**config.mk**
```make
export PLATFORM = sky130hd
export DESIGN_NAME = stopwatch_ctrl
export DESIGN_NICKNAME = d
export VERILOG_FILES = /design/src/rtl/stopwatch_ctrl.sv
export SDC_FILE = /design/constraint.sdc
export NUM_CORES = 1
export LEC_CHECK = 0
export CAP_MARGIN = 0
export CORE_ASPECT_RATIO = 1.1
export CORE_MARGIN = 2
export CORE_UTILIZATION = 50
export DETAILED_ROUTE_END_ITERATION = 10
export GPL_ROUTABILITY_DRIVEN = 0
export PLACE_DENSITY = 0.66
export SKIP_LAST_GASP = 1
export SLEW_MARGIN = 5
export SYNTH_ARGS = -nofsm -noshare
export SYNTH_HDL_FRONTEND = slang
export SYNTH_SLANG_ARGS = --single-unit
```
**constraint.sdc**
```tcl
create_clock -name clk -period 2.4 [get_ports clk]
set_clock_uncertainty 0.05 [all_clocks]
set_input_delay 0.48 -clock clk [delete_from_list [all_inputs] [get_ports clk]]
set_output_delay 0.48 -clock clk [all_outputs]
set_load 0.02 [all_outputs]
```
**src/rtl/stopwatch_ctrl.sv**
```systemverilog
// Sequencing controller for the mm:ss stopwatch: clock-enable dividers, input
// synchronisers, pause debounce, RUN/PAUSE/ADJ mode FSM and counter strobes.
module stopwatch_ctrl #(
   parameter int unsigned RUN_DIV   = 100_000_000,
   parameter int unsigned ADJ_DIV   = 50_000_000,
   parameter int unsigned BLINK_DIV = 25_000_000,
   parameter int unsigned SCAN_DIV  = 100_000,
   parameter int unsigned DEB_DIV   = 131_072,
   parameter int unsigned CNT_W     = 27
) (
   input  logic clk,
   input  logic rst_n,
   input  logic btn_pause,
   input  logic btn_clr,
   input  logic adj,
   input  logic sel,
   input  logic sec_wrap,
   output logic sec_inc,
   output logic min_inc,
   output logic clr,
   output logic blink_en,
   output logic blink_phase,
   output logic scan_en,
   output logic running
);

   localparam logic [CNT_W-1:0] RUN_LAST   = CNT_W'(RUN_DIV - 1);
   localparam logic [CNT_W-1:0] ADJ_LAST   = CNT_W'(ADJ_DIV - 1);
   localparam logic [CNT_W-1:0] BLINK_LAST = CNT_W'(BLINK_DIV - 1);
   localparam logic [CNT_W-1:0] SCAN_LAST  = CNT_W'(SCAN_DIV - 1);
   localparam logic [CNT_W-1:0] DEB_LAST   = CNT_W'(DEB_DIV - 1);
   localparam logic [CNT_W-1:0] CNT_ONE    = CNT_W'(1);

   typedef enum logic [1:0] {
      ST_PAUSE   = 2'd0,
      ST_RUN     = 2'd1,
      ST_ADJ_MIN = 2'd2,
      ST_ADJ_SEC = 2'd3
   } state_t;

   state_t state, state_nxt;
   logic   run_flag, run_flag_nxt;

   logic [1:0] pause_sync, clr_sync, adj_sync, sel_sync;
   logic       pause_s, clr_s, adj_s, sel_s;

   logic [CNT_W-1:0] run_cnt, adj_cnt, blink_cnt, scan_cnt, deb_cnt;
   logic             run_tick, adj_tick, blink_tick, scan_tick, deb_tick;

   logic [2:0] deb_shift;
   logic [2:0] deb_shift_nxt;
   logic       pause_pulse;

   logic sec_inc_nxt, min_inc_nxt;
   logic adj_entry;
   logic in_adj;

   // Two-flop synchronisers for all asynchronous switches and buttons
   always_ff @(posedge clk or negedge rst_n) begin
      if (!rst_n) begin
         pause_sync <= '0;
         clr_sync   <= '0;
         adj_sync   <= '0;
         sel_sync   <= '0;
      end else begin
         pause_sync <= {pause_sync[0], btn_pause};
         clr_sync   <= {clr_sync[0], btn_clr};
         adj_sync   <= {adj_sync[0], adj};
         sel_sync   <= {sel_sync[0], sel};
      end
   end

   assign pause_s = pause_sync[1];
   assign clr_s   = clr_sync[1];
   assign adj_s   = adj_sync[1];
   assign sel_s   = sel_sync[1];
   assign clr     = clr_s;

   assign run_tick   = (run_cnt == RUN_LAST);
   assign adj_tick   = (adj_cnt == ADJ_LAST);
   assign blink_tick = (blink_cnt == BLINK_LAST);
   assign scan_tick  = (scan_cnt == SCAN_LAST);
   assign deb_tick   = (deb_cnt == DEB_LAST);

   // Free-running dividers
   always_ff @(posedge clk or negedge rst_n) begin
      if (!rst_n) begin
         blink_cnt <= '0;
         scan_cnt  <= '0;
         deb_cnt   <= '0;
      end else begin
         blink_cnt <= blink_tick ? '0 : blink_cnt + CNT_ONE;
         scan_cnt  <= scan_tick  ? '0 : scan_cnt + CNT_ONE;
         deb_cnt   <= deb_tick   ? '0 : deb_cnt + CNT_ONE;
      end
   end

   // Run divider freezes outside RUN so a resume keeps the fractional second
   always_ff @(posedge clk or negedge rst_n) begin
      if (!rst_n) begin
         run_cnt <= '0;
         adj_cnt <= '0;
      end else begin
         if (clr_s)
            run_cnt <= '0;
         else if (state == ST_RUN)
            run_cnt <= run_tick ? '0 : run_cnt + CNT_ONE;

         if (clr_s || adj_entry)
            adj_cnt <= '0;
         else if (in_adj)
            adj_cnt <= adj_tick ? '0 : adj_cnt + CNT_ONE;
      end
   end

   // Pause debounce: accept a press on the sampled pattern old=0, new two=1
   assign deb_shift_nxt = {deb_shift[1:0], pause_s};

   always_ff @(posedge clk or negedge rst_n) begin
      if (!rst_n) begin
         deb_shift   <= '0;
         pause_pulse <= 1'b0;
      end else begin
         if (deb_tick)
            deb_shift <= deb_shift_nxt;
         pause_pulse <= deb_tick && (deb_shift_nxt == 3'b011);
      end
   end

   // Mode FSM state register
   always_ff @(posedge clk or negedge rst_n) begin
      if (!rst_n) begin
         state    <= ST_PAUSE;
         run_flag <= 1'b0;
      end else begin
         state    <= state_nxt;
         run_flag <= run_flag_nxt;
      end
   end

   // Next state and strobes; strobes follow the current state
   always_comb begin
      run_flag_nxt = run_flag;
      state_nxt    = state;
      sec_inc_nxt  = 1'b0;
      min_inc_nxt  = 1'b0;
      in_adj       = (state == ST_ADJ_MIN) || (state == ST_ADJ_SEC);

      if (pause_pulse && !adj_s)
         run_flag_nxt = !run_flag;

      if (adj_s)
         state_nxt = sel_s ? ST_ADJ_SEC : ST_ADJ_MIN;
      else
         state_nxt = run_flag_nxt ? ST_RUN : ST_PAUSE;

      adj_entry = ((state_nxt == ST_ADJ_MIN) || (state_nxt == ST_ADJ_SEC)) &&
                  (state_nxt != state);

      if (!clr_s) begin
         case (state)
            ST_RUN: begin
               sec_inc_nxt = run_tick;
               min_inc_nxt = run_tick && sec_wrap;
            end
            ST_ADJ_SEC: sec_inc_nxt = adj_tick;
            ST_ADJ_MIN: min_inc_nxt = adj_tick;
            default: begin
               sec_inc_nxt = 1'b0;
               min_inc_nxt = 1'b0;
            end
         endcase
      end
   end

   // Registered outputs
   always_ff @(posedge clk or negedge rst_n) begin
      if (!rst_n) begin
         sec_inc     <= 1'b0;
         min_inc     <= 1'b0;
         running     <= 1'b0;
         blink_en    <= 1'b0;
         scan_en     <= 1'b0;
         blink_phase <= 1'b0;
      end else begin
         sec_inc     <= sec_inc_nxt;
         min_inc     <= min_inc_nxt;
         running     <= (state_nxt == ST_RUN);
         blink_en    <= (state_nxt == ST_ADJ_MIN) || (state_nxt == ST_ADJ_SEC);
         scan_en     <= scan_tick;
         if (blink_tick)
            blink_phase <= !blink_phase;
      end
   end

endmodule

```
* Word level (Yosys, flattened, before mapping)
Cells that the tools add are included.
** Storage, ports and cells
- Register bits after elaboration :: 155
- Bits of input ports :: 7
- Output and inout port bits :: 7
- Logic and storage cells :: 66
** Cells by class
- Add/sub/neg operators :: 5
- Equal/unequal tests :: 13
- Multiplexer cells :: 17
- Reduce and logical (&&, ||, !) cells :: 12
** Operators with widths (count)
- two-way mux 27 bit :: 9
- adder 27 x 1 -> 27 bit, second input constant :: 5
- == test 27 x 17 -> 1 bit, second input constant :: 2
- == test 27 x 25 -> 1 bit, second input constant :: 1
- == test 27 x 26 -> 1 bit, second input constant :: 1
- == test 27 bit, second input constant :: 1
- == test 2 bit, second input constant :: 4
- two-way mux 1 bit :: 5
- == test 2 x 1 -> 1 bit, second input constant :: 2
- logical AND 1 bit :: 4
- one-hot mux 1 bit (2 select lines) :: 2
- nonzero test 2 bit :: 2
- == test 3 x 2 -> 1 bit, second input constant :: 1
- zero test 1 bit :: 3
- logical OR 1 bit :: 3
- two-way mux 2 bit :: 1
- inequality test 2 bit :: 1

* Depth between registers and ports, before layout
Gate-level depths: netlist of the first run.
- Word-level depth :: 10
- Depth in mapped cells :: 8
- Gate-level depth less buffers :: 7

* Worst setup path before layout of the first run
Ideal clock, no wire load.
- Kind :: reg-to-reg
- Start :: reg state[1]
- End :: reg min_inc
- Data arrival time :: 1.957 ns
- Setup slack :: 0.306 ns
- Cell stages (with the launch flop) :: 7
- Path buffers :: 0
- Path through :: dfrtp_1 > inv_1 > ha_1 > inv_2 > or4_4 > or4_1 > a211oi_2
** Between the ends
- Word-level cells in the longest chain between the ends :: 3
** Ends and longest elaborated chain
- start, declared :: line 41 : state_t state, state_nxt;
- start signal, assigned :: line 136 : state <= state_nxt;
- == test 2 bit / == test 2 x 1 -> 1 bit (equally long branches) :: line 161 : case (state)
- one-hot mux 1 bit (2 select lines) * :: line 161
- two-way mux 1 bit * :: line 160 : if (!clr_s) begin
- named net min_inc_nxt :: line 54 : logic sec_inc_nxt, min_inc_nxt;
- end signal, assigned :: line 187 : min_inc <= min_inc_nxt;
- end, declared :: line 19 : output logic min_inc,
Mark *: on every way through the listed nets, which the timed path passes. The rest lies on a longest branch.
A chain may end at the register's enable or synchronous reset.

* Worst setup path in the final report of the first run
Same ends and word-level chain as after synthesis.

==> flow_summary.yaml, run 1 <==
worst_setup_path:
  worstPathArrival_ns: 2.56
  worstRegToRegCells: 6
  worstSetupPathType: "register to register"
  crit_fanout: 6
  reg2reg_slack_ns: 0.14
  critical_path.endpoint_type: "register"
  worstReg2RegStart: "state[1]$_DFF_PN0_"
  crit_chain: "inv_1, ha_1, inv_2, or4_4, or4_1, a211oi_2"
  r2r-end: "min_inc$_DFF_PN0_"
  slowest_stage: "or4_4"
  start_kind: "register"
  critPathMaxStageDelay_ns: 0.59
  cp.required_ns: 2.70
layout:
  final_common_cell: "dfrtp_1"
  fillers: 1256
  syn_to_final_growth_pct: 14.7
  final_cells: 964
  final_cell_mix: "dfrtp_1 (155), nor2_1 (91), nand2_1 (65)"
  seqCellArea_sq_um: 3880
  drive_above_1_share_pct: 10.2
  diodes: 0
  multi_input_area_sq_um: 3430
  finalNetCount: 774
power_and_ir_drop:
  peakVddDrop_v: 0.000505
  p_total_mw: 5.54
  power.leakage_nw: 3.63
  p_per_area_nw_per_um2: 649
floorplanning:
  placementRows: 46
  fp.coreArea_sq_um: 14500
  die-area_sq_um: 15900
  ios: 14
  start_util_pct: 51.3
  die_w_um: 120
  die_y_um: 132
logic_synthesis:
  netlist_area_sq_um: 7440
  avgSynthCellArea_sq_um: 10.2
  ys_async_sr_fraction_pct: 100
  synth_nets: 741
  yosys_register_bits: 155
  ys_types: 59
  synth_edf_count: 0
  netlist.area_leader.share_pct: 52.2
  synth_area_leaders: "dfrtp_1 (52%), xnor2_1 (6.4%), xor2_1 (6.4%)"
  yosys.area.top_type: "dfrtp_1"
  ys.flop_type: "dfrtp_1"
  seq_area_frac_synth_pct: 52.2
  synthCells: 726
  yosysWarnings: 0
clocking:
  cts_buffers: 17
  clk_path_buf_depth: 2
  cts_sinks: 155
  cts_root_buf: "clkbuf_16"
  cts_tree: "yes"
  clk_pin_slew_ns: 0.06
  clk_latency_ns: 0.43
  post_cts_buffers: 0
  htreeDepth: 4
grt:
  grt_pass1_wl_mm: 26.5
  grt-ovfl-total: 0
  top_usage_layer: "met2"
  grt_max_degree: 60
  track_usage_pct: 20.4
  met1_usage_pct: 25.5
  grt_use_met3_pct: 5.10
  antenna_found_initial: 0
  grt_pass1_vias: 5745
  grt_use_met2_pct: 33.8
place:
  post-dp-hpwl_mm: 9.94
  io_buffers: 13
  dp.cells: 931
routing:
  dr_total_vias: 5485
  drtIter0Drc: 389
  drt-total-wl_mm: 14.8
  drc: 0
  routedWlPerCell_um: 15.4
  viasPerCell: 5.69
  ant_nets: 0
  drtPass1Iterations: 5
timing:
  setup_violations: 0
  period_needed_ns: 2.26
  min_period_over_period_pct: 94.3
  rsz0062_at_grt: "false"
  maxSlewHeadroom_pct: 53.2
  setup_tns_ns: 0
  tightest_slew_ns: 0.702
  finalMaxSlewViolations: 0
  fmax_mhz: 442
  final_hold_viol_count: 0
flow_run:
  maxCapViolCount: 0
min_path:
  hold-path-endpoint: "clr_sync[1]$_DFF_PN0_"
  min_from: "clr_sync[0]$_DFF_PN0_"
  hold_path_depth: 0
  hp-class: "register to register"
status:
  status: "finished clean"
per-stage QoR:
step | setup WS [ns] | utilization [%] | hold slack (ns) | instance area, sq um
final | 0.136 | 58.8 | 0.300 | 8530
after floorplan | 0.306 | - | 0.134 | 7440
after global placement | 0.218 | 54.5 | 0.287 | 7910
after detailed placement | 0.179 | 54.5 | 0.287 | 7910
after global routing | 0.0316 | 58.8 | 0.311 | 8530
after CTS | 0.140 | 58.8 | 0.301 | 8530
kinds of logic after synthesis:
kind of cell               after synthesis  synth area share (%)
DFF                                    155                  52.2
xor gates and xnor gates               108                  12.7
and+or+nand+nor                        363                  26.6
buffers and inverters                   34                  1.78
muxes                                    7                 0.993
AOI/OAI and AO/OA                       51                  4.41
adders and majority gates                8                  1.35
critical path, delay by kind of cell, from the launching register on:
| family | cells | cell delay, ns |
|---|---|---|
| AND/OR/NAND/NOR | 2 | 1.09 |
| flip-flops | 1 | 0.41 |
| adder cells (fa/ha/maj) | 1 | 0.28 |
| AO/OA/AOI/OAI | 1 | 0.19 |
| buffers and inverters | 2 | 0.18 |
worst max path at each step:
stage	start	end	slack, ns	depth (start not counted)
floorplan	state[1]$_DFF_PN0_	min_inc$_DFF_PN0_	0.31	6
global route	adj_cnt[24]$_DFFE_PN0P_	adj_cnt[13]$_DFFE_PN0P_	0.03	5
finish	state[1]$_DFF_PN0_	min_inc$_DFF_PN0_	0.14	6
global placement	state[1]$_DFF_PN0_	min_inc$_DFF_PN0_	0.22	6
CTS	clr_sync[1]$_DFF_PN0_	clr	0.14	1
detailed placement	state[1]$_DFF_PN0_	min_inc$_DFF_PN0_	0.18	6
layer usage:
metal / up-vias / share of wire (%)
met2: 109 / 51
met1: 2717 / 44
met4: 0 / 1.6
met5: - / 0
li1: 2633 / -
met3: 26 / 3.5
layout make-up:
class / instances / share of cell area (%)
timing repair buffer: 34 / 3.71
tap: 192 / 2.82
inverter: 14 / 0.616
clock inverter: 10 / 1.64
multi-input combinational: 537 / 40.2
clock buffer: 22 / 5.56
sequential: 155 / 45.5
where the power goes:
part	leakage [nW]	switching [mW]	internal, mW
clock network	0.292	1.04	1.72
registers	2.10	0.0127	2.63
logic	1.24	0.106	0.0404
synth_stat cells, types with 6 or more instances:
master	count
nor4_1	13
xor2_1	54
or3_1	7
o21ai_0	9
or4_1	10
nand2_1	65
ha_1	8
nor2b_1	7
nand4_1	41
clkbuf_1	13
nor4_2	6
xnor2_1	54
and4_1	19
nor3_1	13
nor2_1	91
nand3_1	48
and3_1	17
dfrtp_1	155
a21oi_1	19
inv_1	13
state kept, by name (all words and copies together), names as in the netlist, 27 cells and up:
name       cells
blink_cnt     27
run_cnt       27
adj_cnt       27
deb_cnt       27
scan_cnt      27
what timing repair did:
| item | CTS | global route |
|---|---|---|
| gates resized for setup | 0 | 0 |
| endpoints found under the hold margin | 35 | 0 |
| hold buffers | 1 | 0 |
Power figures use the tool's default switching activity.
==> run 2: changes to the inputs <==
- CORE_MARGIN: 2 -> 5
==> run 2 against run 1 <==
Net effect:
- flip-flop and latch count did not move
- sequential share of layout area rose by 0.34 points
- worst setup slack got worse by 0.027 ns
- sequential power barely moved
- largest power group is now registers
- maximum frequency fell by 1.2%
- critical path depth fell by 5
- core utilization fell by 0.44 points
- cell count rose by 0.10%
- clock power fell by 9.8%
- global-route usage fell by 2.4 points
- total power fell by 5.0%
- first-iteration DRC count rose by 4.4%
==> flow_summary.yaml, run 2 (synthesis results as in run 1) <==
layout:
  syn_to_final_growth_pct: 13.9
  drive_above_1_share_pct: 10.3
  final_area_sq_um: 8470
  final_cells: 965
  final_common_cell: "dfrtp_1"
  finalNetCount: 776
  diodes: 0
  final_util_pct: 58.4
  final_cell_mix: "dfrtp_1 (155), nor2_1 (91), nand2_1 (65)"
floorplanning:
  fp.coreArea_sq_um: 14500
  ios: 14
  placementRows: 46
  die_w_um: 126
  die-area_sq_um: 17400
  start_util_pct: 51.3
  die_y_um: 138
power_and_ir_drop:
  seq_power_share_pct: 50.2
  power.leakage_nw: 3.59
  power.internal_mw: 4.11
  combPwrFrac_pct: 2.8
  p_per_area_nw_per_um2: 621
  clock_power_share_pct: 47.1
  peakVddDrop_v: 0.000538
  netSwitchingPower_mw: 1.15
  swShare_pct: 21.9
timing:
  fin_ws_ns: 0.109
  final_hold_viol_count: 0
  fmax_mhz: 436
  setup_violations: 0
  period_needed_ns: 2.29
  tightest_slew_ns: 0.718
  maxSlewHeadroom_pct: 51.8
  finalMaxSlewViolations: 0
  min_period_over_period_pct: 95.5
  rsz0062_at_grt: "false"
  setup_tns_ns: 0
grt:
  grt-ovfl-total: 0
  grt_max_degree: 62
  track_usage_pct: 18.0
  grt_pass1_vias: 5384
  antenna_found_initial: 0
  grt_pass1_wl_mm: 25.6
status:
  status: "finished clean"
routing:
  drtIter0Drc: 406
  wl_met2_mm: 7.28
  dr_total_vias: 5443
  drtPass1Iterations: 5
  drc: 0
  drt-total-wl_mm: 14.6
  routedWlPerCell_um: 15.1
  top_layer: "met4"
  ant_nets: 0
  viasPerCell: 5.64
  wl_met1_mm: 6.53
  wl_met3_um: 497
clocking:
  clk_latency_ns: 0.42
  cts_sinks: 155
  cts_tree: "yes"
  cts_buffers: 17
  cts_root_buf: "clkbuf_16"
  clk_path_buf_depth: 2
  clk_pin_slew_ns: 0.06
  htreeDepth: 4
place:
  post-dp-hpwl_mm: 9.88
  preCtsSetupSlack_ns: 0.124
  post_dp_cell_area_sq_um: 7900
  io_buffers: 13
  dp.cells: 932
worst_setup_path:
  cp_top_family: "buffers and inverters"
  critical_path.endpoint_type: "primary output"
  cp.buffers_inverters: 1
  reg2reg_slack_ns: 0.16
  crit_fanout: 14
  start_kind: "register"
  cp.required_ns: 1.87
  critPathMaxStageDelay_ns: 0.70
  slowest_stage: "clkdlybuf4s50_1"
  worstSetupPathType: "register to primary output"
  crit_chain: "clkdlybuf4s50_1"
  worstPathArrival_ns: 1.76
flow_run:
  maxCapViolCount: 0
min_path:
  hp-class: "register to register"
==> run 2: changes by cell type in the layout (fill, tap and decap cells not counted), sizes merged <==
cell,change
clkinvlp,+2
buf,+2
bufinv,-2
clkinv,-1
inv,+1
clkbuf,-1
==> run 2: stage by stage <==
stage               hold WS [ns]  total power, mW
global placement           0.283             2.83
finish                     0.296             5.26
floorplan                  0.134             2.74
detailed placement         0.286             2.83
CTS                        0.300             5.33
global route               0.305             5.46
==> run 2: worst paths after layout <==
kind,startpoint,to,depth (start not counted)
max,clr_sync[1]$_DFF_PN0_,clr,1
min,adj_sync[0]$_DFF_PN0_,adj_sync[1]$_DFF_PN0_,0
max reg2reg,state[1]$_DFF_PN0_,min_inc$_DFF_PN0_,6
min reg2reg,adj_sync[0]$_DFF_PN0_,adj_sync[1]$_DFF_PN0_,0
max in group asynchronous,rst_n,run_cnt[0]$_DFFE_PN0P_,3
min in group asynchronous,rst_n,run_cnt[7]$_DFFE_PN0P_,2
==> run 2: power groups by stage <==
stage          sequential (mW)  clock (mW)  combinational, mW
6_report                  2.64        2.48              0.145
2_1_floorplan             2.68           0             0.0520
4_1_cts                   2.64        2.55              0.149
5_1_grt                   2.64        2.66              0.167
3_5_place_dp              2.69           0              0.147
3_3_place_gp              2.68           0              0.144
==> run 2: worst register-to-register path, stage by stage, from the launching register on <==
cell and delay, ns:
dfrtp_1 0.41, inv_1 0.07, ha_2 0.22, inv_2 0.08, or4_4 0.58, or4_1 0.52, a211oi_2 0.21
==> run 2: layout make-up <==
cell class / count / area [sq um]
fillers: 1267 / 6030
clock inverters: 10 / 95.1
flip-flops and latches: 155 / 3880
clock buffers: 21 / 450
repair buffers: 36 / 319
well taps: 192 / 240
inverters: 14 / 52.6
multi-input cells: 537 / 3430
==> run 2: repair_timing <==
| action | 4_1_cts | 5_1_grt |
|---|---|---|
| gates resized for setup | 0 | 1 |
| endpoints found under the setup margin | 0 | 3 |
| hold buffers | 1 | 0 |
| endpoints found under the hold margin | 7 | 0 |
| setup buffers | 0 | 1 |
==> run 2: layer usage <==
metal  global-route usage [%]  vias up
met5                        0        -
met1                     22.3     2674
met3                     3.89       28
li1                         -     2635
met2                     30.8      106
met4                     7.45        0
==> run 3: changes to the inputs <==
--- a/config.mk
+++ b/config.mk
@@ -11,5 +11,5 @@
 export CORE_UTILIZATION = 50
 export DETAILED_ROUTE_END_ITERATION = 10
-export GPL_ROUTABILITY_DRIVEN = 0
+export GPL_ROUTABILITY_DRIVEN = 1
 export PLACE_DENSITY = 0.66
 export SKIP_LAST_GASP = 1
--- a/constraint.sdc
+++ b/constraint.sdc
@@ -3,3 +3,3 @@
 set_input_delay 0.48 -clock clk [delete_from_list [all_inputs] [get_ports clk]]
 set_output_delay 0.48 -clock clk [all_outputs]
-set_load 0.02 [all_outputs]
+set_load 0.1 [all_outputs]
==> run 3 against run 2 <==
Net effect:
- design area is 0.47% higher
- global-route usage is 0.37 points higher
- register-to-register slack better by 0.02 ns
- first-iteration DRC count is 23% higher
- largest cell class unchanged
==> flow_summary.yaml, run 3 (synthesis results as in run 1) <==
layout:
  fillers: 1209
  syn_to_final_growth_pct: 14.4
  multi_input_area_sq_um: 3430
  diodes: 0
  final_cells: 967
  seqCellArea_sq_um: 3880
  final_util_pct: 58.7
  final_cell_mix: "dfrtp_1 (155), nor2_1 (91), nand2_1 (65)"
  drive_above_1_share_pct: 11.7
  final_common_cell: "dfrtp_1"
  finalNetCount: 778
power_and_ir_drop:
  peakVddDrop_v: 0.000566
  clock_power_share_pct: 47.7
  p_total_mw: 5.35
  swShare_pct: 22.1
  netSwitchingPower_mw: 1.18
  p_per_area_nw_per_um2: 629
  power.internal_mw: 4.17
  seq_power_share_pct: 49.3
  power.leakage_nw: 3.64
  combPwrFrac_pct: 3.0
worst_setup_path:
  start_kind: "register"
  critical_path.endpoint_type: "register"
  cp.required_ns: 2.69
  reg2reg_slack_ns: 0.18
  crit_chain: "inv_1, ha_2, inv_2, or4_4, or4_1, a211oi_2"
  worstSetupPathType: "register to register"
  crit_fanout: 6
  critPathMaxStageDelay_ns: 0.58
  worstRegToRegCells: 6
  worstPathArrival_ns: 2.51
  worstReg2RegStart: "state[1]$_DFF_PN0_"
  slowest_stage: "or4_4"
  r2r-end: "min_inc$_DFF_PN0_"
timing:
  finalMaxSlewViolations: 0
  setup_violations: 0
  period_needed_ns: 2.22
  setup_tns_ns: 0
  fmax_mhz: 450
  min_period_over_period_pct: 92.7
  maxSlewHeadroom_pct: 64.2
  rsz0062_at_grt: "false"
  tightest_slew_ns: 0.532
  final_hold_viol_count: 0
place:
  gp_congestion: 0.931
  dp.cells: 935
  io_buffers: 13
  post-dp-hpwl_mm: 9.81
grt:
  grt_max_degree: 49
  grt_use_met2_pct: 30.9
  met1_usage_pct: 23.8
  grt-ovfl-total: 0
  grt_use_met3_pct: 3.51
  track_usage_pct: 18.4
  top_usage_layer: "met2"
  antenna_found_initial: 0
  grt_pass1_vias: 5429
  grt_pass1_wl_mm: 26.1
clocking:
  clk_path_buf_depth: 2
  htreeDepth: 4
  post_cts_buffers: 0
  cts_root_buf: "clkbuf_16"
  clk_latency_ns: 0.42
  clk_pin_slew_ns: 0.06
  cts_tree: "yes"
  cts_buffers: 17
  cts_sinks: 155
routing:
  ant_nets: 0
  routedWlPerCell_um: 15.1
  drt-total-wl_mm: 14.6
  dr_total_vias: 5413
  viasPerCell: 5.60
  drtIter0Drc: 500
  drtPass1Iterations: 5
  drc: 0
floorplanning:
  ios: 14
  die_w_um: 126
  die_y_um: 138
  start_util_pct: 51.3
  die-area_sq_um: 17400
  placementRows: 46
  fp.coreArea_sq_um: 14500
flow_run:
  maxCapViolCount: 0
min_path:
  hold_path_depth: 0
  min_from: "adj_sync[0]$_DFF_PN0_"
  hold-path-endpoint: "adj_sync[1]$_DFF_PN0_"
  hp-class: "register to register"
status:
  status: "finished clean"
[run 3: cell count changes in the layout (fill, tap and decap cells not counted)]
cell / before / now
clkinv_2: 2 / 3
clkdlybuf4s50_1: 12 / 5
buf_4: 21 / 28
clkbuf_1: 3 / 1
buf_12: 1 / 3
clkbuf_8: 1 / 3
clkinvlp_4: 5 / 4
[run 3: repair_timing]
action,4_1_cts,5_1_grt
endpoints found under the setup margin,0,1
hold buffers,1,0
gates resized for setup,0,1
endpoints found under the hold margin,44,0
[run 3: cell type report]
class,count,share of cell area [%]
flip-flops and latches,155,45.6
multi-input cells,537,40.3
clock buffers,21,5.53
repair buffers,38,4.01
well taps,192,2.82
clock inverters,10,1.09
inverters,14,0.618
[run 3: power groups by stage]
| stage | clock network [mW] | registers, mW | logic, mW |
|---|---|---|---|
| detailed placement | 0 | 2.69 | 0.165 |
| finish | 2.55 | 2.64 | 0.162 |
| CTS | 2.60 | 2.64 | 0.167 |
| floorplan | 0 | 2.69 | 0.0521 |
| global route | 2.72 | 2.64 | 0.185 |
| global placement | 0 | 2.68 | 0.160 |
[run 3: worst max path at each step]
stage	startpoint	depth (start not counted)	slack [ns]	to
after floorplan	clr_sync[1]$_DFF_PN0_	5	0.08	run_cnt[26]$_DFFE_PN0P_
after global placement	state[1]$_DFF_PN0_	6	0.21	min_inc$_DFF_PN0_
after detailed placement	state[1]$_DFF_PN0_	6	0.13	min_inc$_DFF_PN0_
after CTS	state[1]$_DFF_PN0_	6	0.12	min_inc$_DFF_PN0_
after global routing	state[1]$_DFF_PN0_	6	0.06	min_inc$_DFF_PN0_
final	state[1]$_DFF_PN0_	6	0.18	min_inc$_DFF_PN0_
[run 3: worst max-delay path, delay by kind of cell, from the launching register on]
kind | cells | cell delay (ns)
flip-flops | 1 | 0.41
AND/OR/NAND/NOR | 2 | 1.09
AO/OA/AOI/OAI | 1 | 0.21
adder cells (fa/ha/maj) | 1 | 0.23
buffers and inverters | 2 | 0.15
[run 3: metrics by stage]
stage	setup slack, ns	area (sq um)	hold WS (ns)
2_1_floorplan	0.0841	7440	0.134
3_3_place_gp	0.209	7930	0.286
3_5_place_dp	0.134	7930	0.287
4_1_cts	0.121	8510	0.301
5_1_grt	0.0590	8510	0.307
6_report	0.176	8510	0.299
[run 3: routing by layer]
layer  vias to the layer above  part of all wire, %
met5                         -                    0
met3                        25                  3.1
met4                         0                  1.9
met1                      2658                   46
li1                       2639                    -
met2                        91                   49
